`src/rtl/result_uart_tx.sv`:
```
`default_nettype none
// ============================================================================
//  Module   : result_uart_tx
//  Purpose  : Sends a classification result as a 3-byte ASCII message
//             (digit or '?', CR, LF) over an 8N1 UART line, LSB first.
//  Revision : 1.0 - initial release
// ============================================================================
module result_uart_tx #(
  parameter int CLKS_PER_BIT = 434,
  parameter int MAX_CLASS    = 9
) (
  input  logic       clk,
  input  logic       rst,
  input  logic       rd,
  input  logic [7:0] din,
  output logic       tx_done,
  output logic       TX,
  output logic       busy
);

  // A 1-cycle bit period would give a zero-width counter; keep at least one bit.
  localparam int                c_BAUD_W    = (CLKS_PER_BIT > 1) ? $clog2(CLKS_PER_BIT) : 1;
  localparam logic [c_BAUD_W-1:0] c_BAUD_LAST = c_BAUD_W'(CLKS_PER_BIT - 1);
  localparam logic [1:0]        c_LAST_BYTE = 2'd2;

  typedef enum logic [1:0] {
    IDLE  = 2'd0,
    START = 2'd1,
    DATA  = 2'd2,
    STOP  = 2'd3
  } state_t;

  state_t              r_state;
  logic                r_rd_q;
  logic [3:0]          r_class;
  logic [1:0]          r_byte_idx;
  logic [c_BAUD_W-1:0] r_baud;
  logic [2:0]          r_bit_cnt;
  logic [7:0]          r_shift;
  logic                r_tx;
  logic                r_tx_done;

  state_t              w_state_nxt;
  logic [3:0]          w_class_nxt;
  logic [1:0]          w_byte_idx_nxt;
  logic [c_BAUD_W-1:0] w_baud_nxt;
  logic [2:0]          w_bit_cnt_nxt;
  logic [7:0]          w_shift_nxt;
  logic                w_tx_nxt;
  logic                w_tx_done_nxt;
  logic                w_trigger;
  logic                w_bit_end;
  logic                w_unused;

  // The upper nibble of the result byte carries no class information.
  assign w_unused  = ^din[7:4];

  assign w_trigger = rd & ~r_rd_q;
  assign w_bit_end = (r_baud == c_BAUD_LAST);

  assign TX      = r_tx;
  assign tx_done = r_tx_done;
  assign busy    = (r_state != IDLE);

  // Message content: byte 0 is the class digit (or '?'), then CR, then LF.
  function automatic logic [7:0] byte_for(input logic [1:0] idx, input logic [3:0] cls);
    logic [7:0] b;
    case (idx)
      2'd0: begin
        if (int'({28'd0, cls}) <= MAX_CLASS) b = 8'h30 + {4'd0, cls};
        else                                 b = 8'h3F;
      end
      2'd1:    b = 8'h0D;
      default: b = 8'h0A;
    endcase
    return b;
  endfunction

  // Next-state and datapath decode; TX is computed one cycle ahead so the
  // line itself comes straight from a flop.
  always_comb begin
    w_state_nxt    = r_state;
    w_class_nxt    = r_class;
    w_byte_idx_nxt = r_byte_idx;
    w_baud_nxt     = r_baud;
    w_bit_cnt_nxt  = r_bit_cnt;
    w_shift_nxt    = r_shift;
    w_tx_nxt       = r_tx;
    w_tx_done_nxt  = 1'b0;

    case (r_state)
      IDLE: begin
        w_baud_nxt = '0;
        w_tx_nxt   = 1'b1;
        if (w_trigger) begin
          // The class is taken from din directly: it is only valid now.
          w_state_nxt    = START;
          w_class_nxt    = din[3:0];
          w_byte_idx_nxt = 2'd0;
          w_bit_cnt_nxt  = 3'd0;
          w_shift_nxt    = byte_for(2'd0, din[3:0]);
          w_tx_nxt       = 1'b0;
        end
      end

      START: begin
        if (w_bit_end) begin
          w_baud_nxt    = '0;
          w_state_nxt   = DATA;
          w_bit_cnt_nxt = 3'd0;
          w_tx_nxt      = r_shift[0];
        end else begin
          w_baud_nxt = r_baud + 1'b1;
        end
      end

      DATA: begin
        if (w_bit_end) begin
          w_baud_nxt  = '0;
          w_shift_nxt = {1'b0, r_shift[7:1]};
          if (r_bit_cnt == 3'd7) begin
            w_state_nxt = STOP;
            w_tx_nxt    = 1'b1;
          end else begin
            w_bit_cnt_nxt = r_bit_cnt + 3'd1;
            w_tx_nxt      = r_shift[1];
          end
        end else begin
          w_baud_nxt = r_baud + 1'b1;
        end
      end

      STOP: begin
        if (w_bit_end) begin
          w_baud_nxt = '0;
          if (r_byte_idx == c_LAST_BYTE) begin
            w_state_nxt   = IDLE;
            w_tx_done_nxt = 1'b1;
            w_tx_nxt      = 1'b1;
          end else begin
            // Next START follows the stop bit with no idle gap.
            w_state_nxt    = START;
            w_byte_idx_nxt = r_byte_idx + 2'd1;
            w_bit_cnt_nxt  = 3'd0;
            w_shift_nxt    = byte_for(r_byte_idx + 2'd1, r_class);
            w_tx_nxt       = 1'b0;
          end
        end else begin
          w_baud_nxt = r_baud + 1'b1;
        end
      end

      default: begin
        w_state_nxt = IDLE;
        w_baud_nxt  = '0;
        w_tx_nxt    = 1'b1;
      end
    endcase
  end

  // State and datapath registers; reset aborts any message in flight.
  always_ff @(posedge clk) begin
    if (rst) begin
      r_state    <= IDLE;
      r_rd_q     <= 1'b0;
      r_class    <= 4'd0;
      r_byte_idx <= 2'd0;
      r_baud     <= '0;
      r_bit_cnt  <= 3'd0;
      r_shift    <= 8'd0;
      r_tx       <= 1'b1;
      r_tx_done  <= 1'b0;
    end else begin
      r_state    <= w_state_nxt;
      r_rd_q     <= rd;
      r_class    <= w_class_nxt;
      r_byte_idx <= w_byte_idx_nxt;
      r_baud     <= w_baud_nxt;
      r_bit_cnt  <= w_bit_cnt_nxt;
      r_shift    <= w_shift_nxt;
      r_tx       <= w_tx_nxt;
      r_tx_done  <= w_tx_done_nxt;
    end
  end

endmodule
`default_nettype wire
```
`config.mk`:
```
export PLATFORM = sky130hd
export DESIGN_NAME = result_uart_tx
export DESIGN_NICKNAME = d
export VERILOG_FILES = /design/src/rtl/result_uart_tx.sv
export SDC_FILE = /design/constraint.sdc
export NUM_CORES = 1
export LEC_CHECK = 0
export ABC_AREA = 1
export BUFFER_PORTS_ARGS = -buffer_cell sky130_fd_sc_hd__buf_2
export CAP_MARGIN = 0
export CORE_ASPECT_RATIO = 0.7
export CORE_MARGIN = 4
export CORE_UTILIZATION = 25
export DETAILED_ROUTE_END_ITERATION = 10
export PLACE_DENSITY = 0.38
export REMOVE_ABC_BUFFERS = 1
export SETUP_SLACK_MARGIN = 0.2
export SLEW_MARGIN = 20
export SYNTH_ARGS = -nofsm -noshare
export SYNTH_HDL_FRONTEND = slang
export SYNTH_SLANG_ARGS = --single-unit
```
`constraint.sdc`:
```
create_clock -name clk -period 2.3 [get_ports clk]
set_clock_uncertainty 0.15 [all_clocks]
set_input_delay 0.69 -clock clk [delete_from_list [all_inputs] [get_ports clk]]
set_output_delay 0.69 -clock clk [all_outputs]
set_load 0.02 [all_outputs]
```
==> results of run 1 <==
## cell families (layout without fill, tap and decap cells)
group,count (synthesis),count (layout),synth area share (%)
AND/OR/NAND/NOR,120,120,32.2
XOR/XNOR,3,3,1.59
flip-flops,29,29,35.2
buffers and inverters,39,55,10.5
adder cells (fa/ha/maj),11,11,8.35
AO/OA/AOI/OAI,34,34,12.1
## state kept, by name, summed over array words and instances, names as in the netlist
register / flops
r_baud: 9
r_shift: 6
r_class: 4
r_bit_cnt: 3
r_byte_idx: 2
r_state: 2
TX: 1
r_rd_q: 1
tx_done: 1
## what timing repair did
item                                    CTS  global route
buffers inserted                          0             0
pin swaps                                 0             0
gates cloned                              0             0
gates resized for setup                   3             3
endpoints found under the setup margin    1             5
## cell usage after synthesis (all sizes together), types with 2 or more instances
master	number
o21ai	9
nand3	8
buf	2
nand2	65
dfxtp	29
nor3	4
ha	11
a21oi	22
or2	2
xor2	3
nor2	40
inv	35
## metrics by stage
step / hold slack, ns / total power (uW) / cells / area [um^2]
4_1_cts: 0.320 / 2500 / 330 / 1900
3_3_place_gp: 0.303 / 1910 / 322 / 1770
5_1_grt: 0.353 / 2750 / 330 / 1900
6_report: 0.318 / 2480 / 330 / 1900
3_5_place_dp: 0.307 / 1900 / 322 / 1770
2_1_floorplan: 0.282 / 1650 / 233 / 1610
## where the power goes
part | switching, uW | internal (uW)
combinational | 753 | 443
sequential | 80.4 | 642
clock | 233 | 324
total | 1070 | 1410
## placed cells by master, fill, tap and decap left out, types with 2 or more instances in the layout
cell / instances
nor3_1: 4
nand2_2: 3
nand2_1: 59
or2_2: 2
ha_1: 9
o21ai_0: 7
inv_1: 31
nand3_1: 7
a21oi_1: 21
clkbuf_8: 5
nor2_2: 2
xor2_1: 3
nor2_1: 37
dfxtp_1: 28
buf_2: 8
buf_4: 3
inv_2: 3
nand2_4: 3
## metal layers
| layer | vias up | wire, um | global-route usage, % |
|---|---|---|---|
| met3 | 5 | 111 | 2.80 |
| met4 | 0 | 37 | 3.15 |
| met1 | 600 | 2100 | 15.0 |
| li1 | 758 | - | - |
| met5 | - | 0 | 0 |
| met2 | 12 | 1390 | 13.7 |
## worst paths after layout
| check | end | slack [ns] | startpoint |
|---|---|---|---|
| worst max-delay path | busy | 0.30 | r_state[0] |
| worst min register to register | r_class[0] | 0.32 | r_class[0] |
| worst min-delay path | r_class[0] | 0.32 | r_class[0] |
| worst max register to register | r_shift[0] | 0.56 | r_state[0] |
## cell type report
cell class              count  area, um^2
fillers                   721        4400
multi-input cells         168         910
flip-flops and latches     29         582
inverters                  36         138
well taps                  78        97.6
clock buffers               5        68.8
repair buffers             11        62.6
clock inverters             3        46.3
## critical path, cell delays in order, from the launching register on
cell	delay, ns
dfxtp_1	0.37
inv_2	0.09
ha_4	0.18
inv_1	0.09
buf_4	0.14
==> qor.csv, run 1 <==
stage,metric,value,unit
outcome,status,"complete, no violations",
timing,slew_viol_final,0,
drt,wl,3630,um
worst_setup_path,crit_required,1.46,ns
timing,slew_headroom,75.6,%
drt,dr.pass1.iters,4,
timing,tightest_slew,0.365,ns
synth,ys_types,28,
die,die_w,105,um
synth,synth_flop_cell,dfxtp_1,
clock_tree,cts_made_buffers,5,
synth,ys_warn_count,0,
synth,synth_top_area_share,35.2,%
grt,grt_pass1_vias,1332,
synth,synth_area,1650,um^2
worst_setup_path,worst-path-max-fanout,5,
worst_setup_path,rr_worst_depth,8,
grt,grt_pass1_wl,6420,um
cells_and_area,utilization,30.2,%
clock_tree,cts_max_level,2,
clock_tree,cts_buffer_depth,2,
synth,syn_avg_cell_area,6.99,um^2
die,start_util,26.2,%
worst_setup_path,end_kind,primary output,
synth,synth_edf_count,0,
power_and_ir_drop,p_leak,0.000907,uW
drt,viasPerCell,4.17,
drt,dr_total_vias,1375,
cells_and_area,final_nets,273,
place,gp_congestion,0.687,
grt,grt_max_degree,12,
grt,antenna_found_initial,0,
synth,ys_seq_elements,29,
timing,rsz0062_at_grt,no,
die,core_area,6310,um^2
place,port_buffers,9,
worst_setup_path,path_class,flop to primary output,
power_and_ir_drop,max-vdd-ir-drop,0.371,mV
worst_setup_path,startpoint_type,flop,
power_and_ir_drop,p_per_area,1300,nW/um^2
clock_tree,cts.clk_slew.worst_paths,0.08,ns
run,drv_cap,0,
synth,synth.top_cells.by_area,"dfxtp_1 (35%), nand2_1 (13%), nor2_1 (8.4%)",
place,dp_hpwl,2720,um
clock_tree,clk_latency,0.29,ns
drt,ant_nets,0,
grt,grt_overflow,0,
hold_path,hold_class,flop to flop,
die,boundaryPins,14,
cells_and_area,synthToLayoutAreaGrowth,15.5,%
cells_and_area,num_antenna_cells,0,
grt,grt_use_total,10.0,%
synth,synth-async-reset-ratio,0,%
timing,max_freq,500,MHz
worst_setup_path,cp.arrival,1.16,ns
timing,fin_tns_setup,0,ns
hold_path,whs_path_depth,2,
timing,hold_violations,0,
clock_tree,cts_tree,done,
synth,synth_cells,236,
timing,setup_ws,0.301,ns
die,num_rows,24,
drt,initialDrtViolationCount,47,
place,place_ws,0.374,ns
synth,synth_area_leader_cell,dfxtp_1,
synth,ys_seq_area_share,35.2,%
timing,setup-violations-final,0,
clock_tree,cts-root-buf,clkbuf_8,
clock_tree,postCtsHoldBufs,0,
drt,wire_per_inst,11.0,um
die,die-area,7980,um^2
timing,min_period,2.00,ns
clock_tree,cts.sinks,29,
die,die_h,76.0,um
drt,remaining_drc_errors,0,
cells_and_area,layout-drive-gt1-share,15.9,%
timing,fin_crit_sh,86.9,%
Power figures use the tool's default switching activity.
==> inputs of run 2 (changes only) <==
Clock period 2.3 ns to 2.25 ns, I/O delays scaled along.
==> qor.csv, run 2 (same netlist as run 1, synthesis figures left out) <==
stage,metric,value,unit,change
clock_tree,cts_tree,done,,
die,die-area,7980,um^2,unchanged
worst_setup_path,cp.arrival,1.16,ns,about the same
drt,dr_total_vias,1353,,-1.6%
timing,slew_headroom,76.3,%,+0.72 points
place,dp_hpwl,2670,um,-1.8%
place,place_ws,0.338,ns,-0.0357 ns
cells_and_area,final_common_cell,nand2_1,,
timing,slew_viol_final,0,,unchanged
cells_and_area,layout-drive-gt1-share,16.6,%,+0.73 points
drt,remaining_drc_errors,0,,unchanged
die,boundaryPins,14,,unchanged
drt,initialDrtViolationCount,45,,-4.3%
grt,grtUsageMet3,3.23,%,+0.42 points
grt,antenna_found_initial,0,,unchanged
power_and_ir_drop,p_leak,0.000911,uW,+0.50%
worst_setup_path,end_kind,primary output,,
clock_tree,cts_setup_buffers,0,,unchanged
worst_setup_path,cp-startpoint,r_state[0],,
clock_tree,cts_made_buffers,5,,unchanged
worst_setup_path,startpoint_type,flop,,
timing,hold_violations,0,,unchanged
cells_and_area,largest_reg_flops,9,,unchanged
timing,min_period,1.98,ns,
cells_and_area,final_nets,274,,+0.37%
worst_setup_path,crit_required,1.42,ns,-0.04 ns
grt,grt_overflow,0,,unchanged
hold_path,worstHoldStart,r_class[0],,
drt,wl,3540,um,-2.5%
hold_path,hold_class,flop to flop,,
clock_tree,cts_max_level,2,,unchanged
drt,ant_nets,0,,unchanged
drt,wire_per_inst,10.7,um,-2.8%
cells_and_area,reg.largest.list,"r_baud: 9 flops, r_shift: 6 flops, r_class: 4 flops",,
clock_tree,cts_buffer_depth,2,,unchanged
worst_setup_path,worst-path-max-fanout,5,,unchanged
timing,rsz0062_at_grt,no,,
timing,setup_ws,0.270,ns,-0.0306 ns
outcome,status,"complete, no violations",,
clock_tree,cts.sinks,29,,unchanged
cells_and_area,num_antenna_cells,0,,unchanged
timing,tightest_slew,0.355,ns,-0.0107 ns
drt,viasPerCell,4.09,,-1.9%
power_and_ir_drop,max-vdd-ir-drop,0.411,mV,+11%
cells_and_area,synthToLayoutAreaGrowth,15.1,%,
grt,grt_pass1_vias,1233,,-7.4%
grt,use_met1,14.5,%,-0.50 points
die,die_h,76.0,um,unchanged
worst_setup_path,r2r_start,r_state[0],,
timing,setup-violations-final,0,,unchanged
cells_and_area,largest_register,r_baud,,
grt,grt_use_total,9.69,%,-0.35 points
cells_and_area,final_cell_mix,"nand2_1 (59), nor2_1 (37), inv_1 (30)",,
die,start_util,26.2,%,unchanged
timing,fin_tns_setup,0,ns,unchanged
worst_setup_path,path_class,flop to primary output,,
drt,dr.pass1.iters,5,,+1
die,num_rows,24,,unchanged
clock_tree,cts-root-buf,clkbuf_8,,
die,die_w,105,um,unchanged
grt,grt_pass1_wl,6150,um,-4.1%
timing,max_freq,505,MHz,
place,port_buffers,9,,unchanged
run,drv_cap,0,,unchanged
clock_tree,cts.clk_slew.worst_paths,0.07,ns,about the same
grt,busiest_layer,met1,,
grt,grt_max_degree,12,,unchanged
cells_and_area,utilization,30.1,%,-0.099 points
clock_tree,clk_latency,0.29,ns,about the same
timing,hold-worst-slack,0.314,ns,-0.00365 ns
timing,fin_crit_sh,88.0,%,
die,core_area,6310,um^2,unchanged
grt,use_met2,12.7,%,-0.96 points
power_and_ir_drop,p_per_area,1290,nW/um^2,-0.90%
place,gp_congestion,0.706,,+2.7%
-- run 2: layer usage --
layer / part of all wire (%) / up-vias
met2: 37 / 13
met4: 0.90 / 0
met1: 58 / 575
met5: 0 / -
li1: - / 761
met3: 3.8 / 4
-- run 2: what timing repair did --
action                     in CTS  in global routing
hold buffers                    0                  0
resized for setup               5                  2
setup endpoints to repair       1                  2
pin swaps                       0                  0
-- run 2: path summary, 6_finish.rpt --
check                                  end  slack (ns)  cells after the start
worst max-delay path                  busy        0.27                      4
worst min-delay path            r_class[0]        0.31                      2
worst max register to register  r_state[0]        0.52                      8
worst min register to register  r_class[0]        0.31                      2
-- run 2: layout make-up --
cell class	instances	area, um^2
clock buffer	7	96.3
clock inverter	1	5.00
fill	701	4410
inverter	36	138
multi-input combinational	168	910
sequential	29	582
tap	78	97.6
timing repair buffer	12	70.1
-- run 2: stage by stage --
step / power, uW / cell area, um^2 / std cells
floorplan: 1690 / 1610 / 233
global placement: 1960 / 1780 / 323
detailed placement: 1940 / 1780 / 323
CTS: 2480 / 1900 / 331
global route: 2710 / 1900 / 331
finish: 2450 / 1900 / 331
-- run 2: report_power, final --
part           internal [uW]  switching [uW]
clock network            276             212
registers                657            82.9
logic                    451             767
total                   1380            1060
-- run 2: worst max-delay path: stages, from the launching register on --
cell and delay [ns]:
dfxtp_1 0.37, inv_2 0.09, ha_4 0.18, inv_1 0.09, buf_4 0.15
==> inputs of run 3 (changes only) <==
Settings changed: ABC_AREA 1 to not set, CAP_MARGIN 0 to not set.
==> qor.csv, run 3 <==
stage,metric,value,unit,change
place,gp_congestion,0.759,,+7.5%
drt,remaining_drc_errors,0,,unchanged
outcome,status,"complete, no violations",,
die,boundaryPins,14,,unchanged
synth,ys_seq_area_share,36.0,%,+0.82 points
drt,wire_per_inst,14.3,um,+34%
drt,ant_nets,0,,unchanged
synth,synth_edf_count,0,,unchanged
clock_tree,cts_made_buffers,5,,unchanged
grt,grt_use_total,10.6,%,+0.94 points
cells_and_area,largest_reg_flops,9,,unchanged
synth,synth_cells,178,,-25%
clock_tree,postCtsHoldBufs,0,,unchanged
synth,syn_avg_cell_area,9.05,um^2,+30%
run,drv_cap,0,,unchanged
timing,fin_crit_sh,87.8,%,-0.21 points
synth,synth_flop_cell,dfxtp_1,,
worst_setup_path,slowest_delay,0.35,ns,-0.02 ns
cells_and_area,final_common_cell,dfxtp_1,,
synth,synth.top_cells.by_area,"dfxtp_1 (36%), ha_1 (8.5%), a21oi_1 (5.6%)",,
timing,hold_violations,0,,unchanged
die,die-area,7820,um^2,-2.1%
clock_tree,cts_tree,done,,
clock_tree,cts.clk_slew.worst_paths,0.06,ns,about the same
cells_and_area,layout-drive-gt1-share,22.3,%,+5.7 points
worst_setup_path,r2r_start,r_state[0],,
timing,hold-worst-slack,0.317,ns,+0.00277 ns
timing,rsz0062_at_grt,no,,
power_and_ir_drop,p_per_area,1060,nW/um^2,-18%
place,place_ws,0.123,ns,-0.215 ns
synth,synth_common_cells,"dfxtp_1 (29), nor2_1 (20), a21oi_1 (18), ha_1 (11), a211oi_1 (8)",,
worst_setup_path,cp_slowest_cell,dfxtp_2,,
worst_setup_path,path_cells,"inv_1, ha_4, inv_1, buf_2",,
drt,viasPerCell,4.87,,+19%
place,dpl-instance-area,1780,um^2,+0.21%
cells_and_area,reg.largest.list,"r_baud: 9 flops, r_shift: 6 flops, r_class: 4 flops",,
timing,min_period,1.98,ns,-0.00475 ns
drt,initialDrtViolationCount,68,,+51%
hold_path,worstHoldStart,r_shift[5],,
synth,ys_warn_count,0,,unchanged
timing,slew_viol_final,0,,unchanged
synth,ys_types,49,,+75%
clock_tree,clk_latency,0.28,ns,about the same
place,dp_hpwl,3030,um,+13%
hold_path,hold_class,flop to flop,,
timing,tightest_slew,0.438,ns,+0.0832 ns
synth,synth_area_leader_cell,dfxtp_1,,
worst_setup_path,cp_top_family,flip-flops,,
die,core_area,6250,um^2,-0.95%
grt,grt_pass1_wl,6450,um,+4.8%
cells_and_area,final_cell_area,1920,um^2,+0.99%
worst_setup_path,crit_required,1.42,ns,about the same
synth,synth_top_area_share,36.0,%,+0.82 points
worst_setup_path,end_kind,primary output,,
power_and_ir_drop,max-vdd-ir-drop,0.318,mV,-23%
clock_tree,cts-root-buf,clkbuf_8,,
worst_setup_path,cp-startpoint,r_state[1],,
timing,slew_headroom,70.8,%,-5.5 points
synth,synth.most_common_cell,dfxtp_1,,
timing,fin_tns_setup,0,ns,unchanged
cells_and_area,final_nets,218,,-20%
timing,setup_ws,0.275,ns,+0.00475 ns
timing,setup-violations-final,0,,unchanged
clock_tree,cts_max_level,2,,unchanged
synth,ys_seq_elements,29,,unchanged
grt,antenna_found_initial,0,,unchanged
drt,dr_total_vias,1338,,-1.1%
die,start_util,25.8,%,-0.35 points
synth,synth_area,1610,um^2,-2.3%
cells_and_area,synthToLayoutAreaGrowth,18.9,%,
drt,dr.pass1.iters,4,,-1
die,num_rows,24,,unchanged
worst_setup_path,cp.arrival,1.15,ns,about the same
synth,synth-async-reset-ratio,0,%,unchanged
power_and_ir_drop,p_leak,0.000720,uW,-21%
timing,max_freq,506,MHz,+0.24%
die,die_w,104,um,-1.1%
place,port_buffers,9,,unchanged
worst_setup_path,critPathBufInv,3,,unchanged
worst_setup_path,startpoint_type,flop,,
cells_and_area,num_antenna_cells,0,,unchanged
drt,wl,3940,um,+11%
die,die_h,75.2,um,-1.0%
clock_tree,cts.sinks,29,,unchanged
cells_and_area,final_cell_mix,"dfxtp_1 (27), nor2_1 (20), a21oi_1 (18)",,
cells_and_area,largest_register,r_baud,,
worst_setup_path,worst-path-max-fanout,4,,-1
clock_tree,cts_buffer_depth,2,,unchanged
grt,grt_max_degree,22,,+10
grt,grt_overflow,0,,unchanged
worst_setup_path,r2r_setup_slack,0.31,ns,-0.21 ns
worst_setup_path,path_class,flop to primary output,,
grt,grt_pass1_vias,1240,,+0.57%
worst_setup_path,crit_top_cell,inv_1,,
[run 3: cell types whose count changed after synthesis, moves of 5 or more]
cell / before / now
nor2_1: 37 / 20
a211oi_1: 0 / 8
inv_1: 32 / 7
nand2_1: 59 / 6
xnor2_1: 0 / 5
[run 3: path summary, 6_finish.rpt]
check | cells past startpoint | endpoint
setup / recovery | 4 | busy
hold / removal | 2 | r_shift[4]
setup reg to reg | 6 | r_state[0]
hold reg to reg | 2 | r_shift[4]
[run 3: layout make-up]
type	instances	area [um^2]
tap	78	97.6
clock buffer	6	72.6
sequential	29	583
timing repair buffer	18	113
clock inverter	2	10.0
multi-input combinational	135	1010
fill	680	4330
inverter	7	26.3
[run 3: what timing repair did]
| item | 4_1_cts | 5_1_grt |
|---|---|---|
| pin swaps | 1 | 1 |
| buffers inserted | 1 | 0 |
| setup endpoints to repair | 1 | 6 |
| gates resized for setup | 4 | 6 |
[run 3: logic make-up after synthesis]
| kind of cell | count (synthesis) | synth area share, % |
|---|---|---|
| AO/OA/AOI/OAI | 54 | 25.2 |
| AND/OR/NAND/NOR | 59 | 20.3 |
| XOR/XNOR | 7 | 3.80 |
| multiplexers | 4 | 2.48 |
| buffers and inverters | 14 | 3.65 |
| adder cells (fa/ha/maj) | 11 | 8.54 |
| flip-flops | 29 | 36.0 |
[run 3: worst min-delay path: stages (launching register included)]
cell and delay [ns]:
dfxtp_1 0.31, nand2_1 0.05, a211oi_1 0.06
[run 3: per-stage QoR]
stage               total power, uW  instances  utilization, %
CTS                            2040        275            30.2
global placement               1570        266            28.5
global route                   2200        275            30.7
detailed placement             1580        266            28.5
finish                         2030        275            30.7
floorplan                      1300        171               -
[run 3: power by group]
part | switching, uW | internal [uW]
logic | 538 | 399
registers | 72.6 | 616
clock network | 195 | 214
[run 3: per-layer routing]
| metal | track usage, % | part of all wire [%] | vias up |
|---|---|---|---|
| met5 | 0 | 0 | - |
| met4 | 3.98 | 1.3 | 0 |
| met3 | 2.74 | 2.5 | 5 |
| met2 | 14.0 | 37 | 15 |
| met1 | 16.2 | 59 | 618 |
| li1 | - | - | 700 |
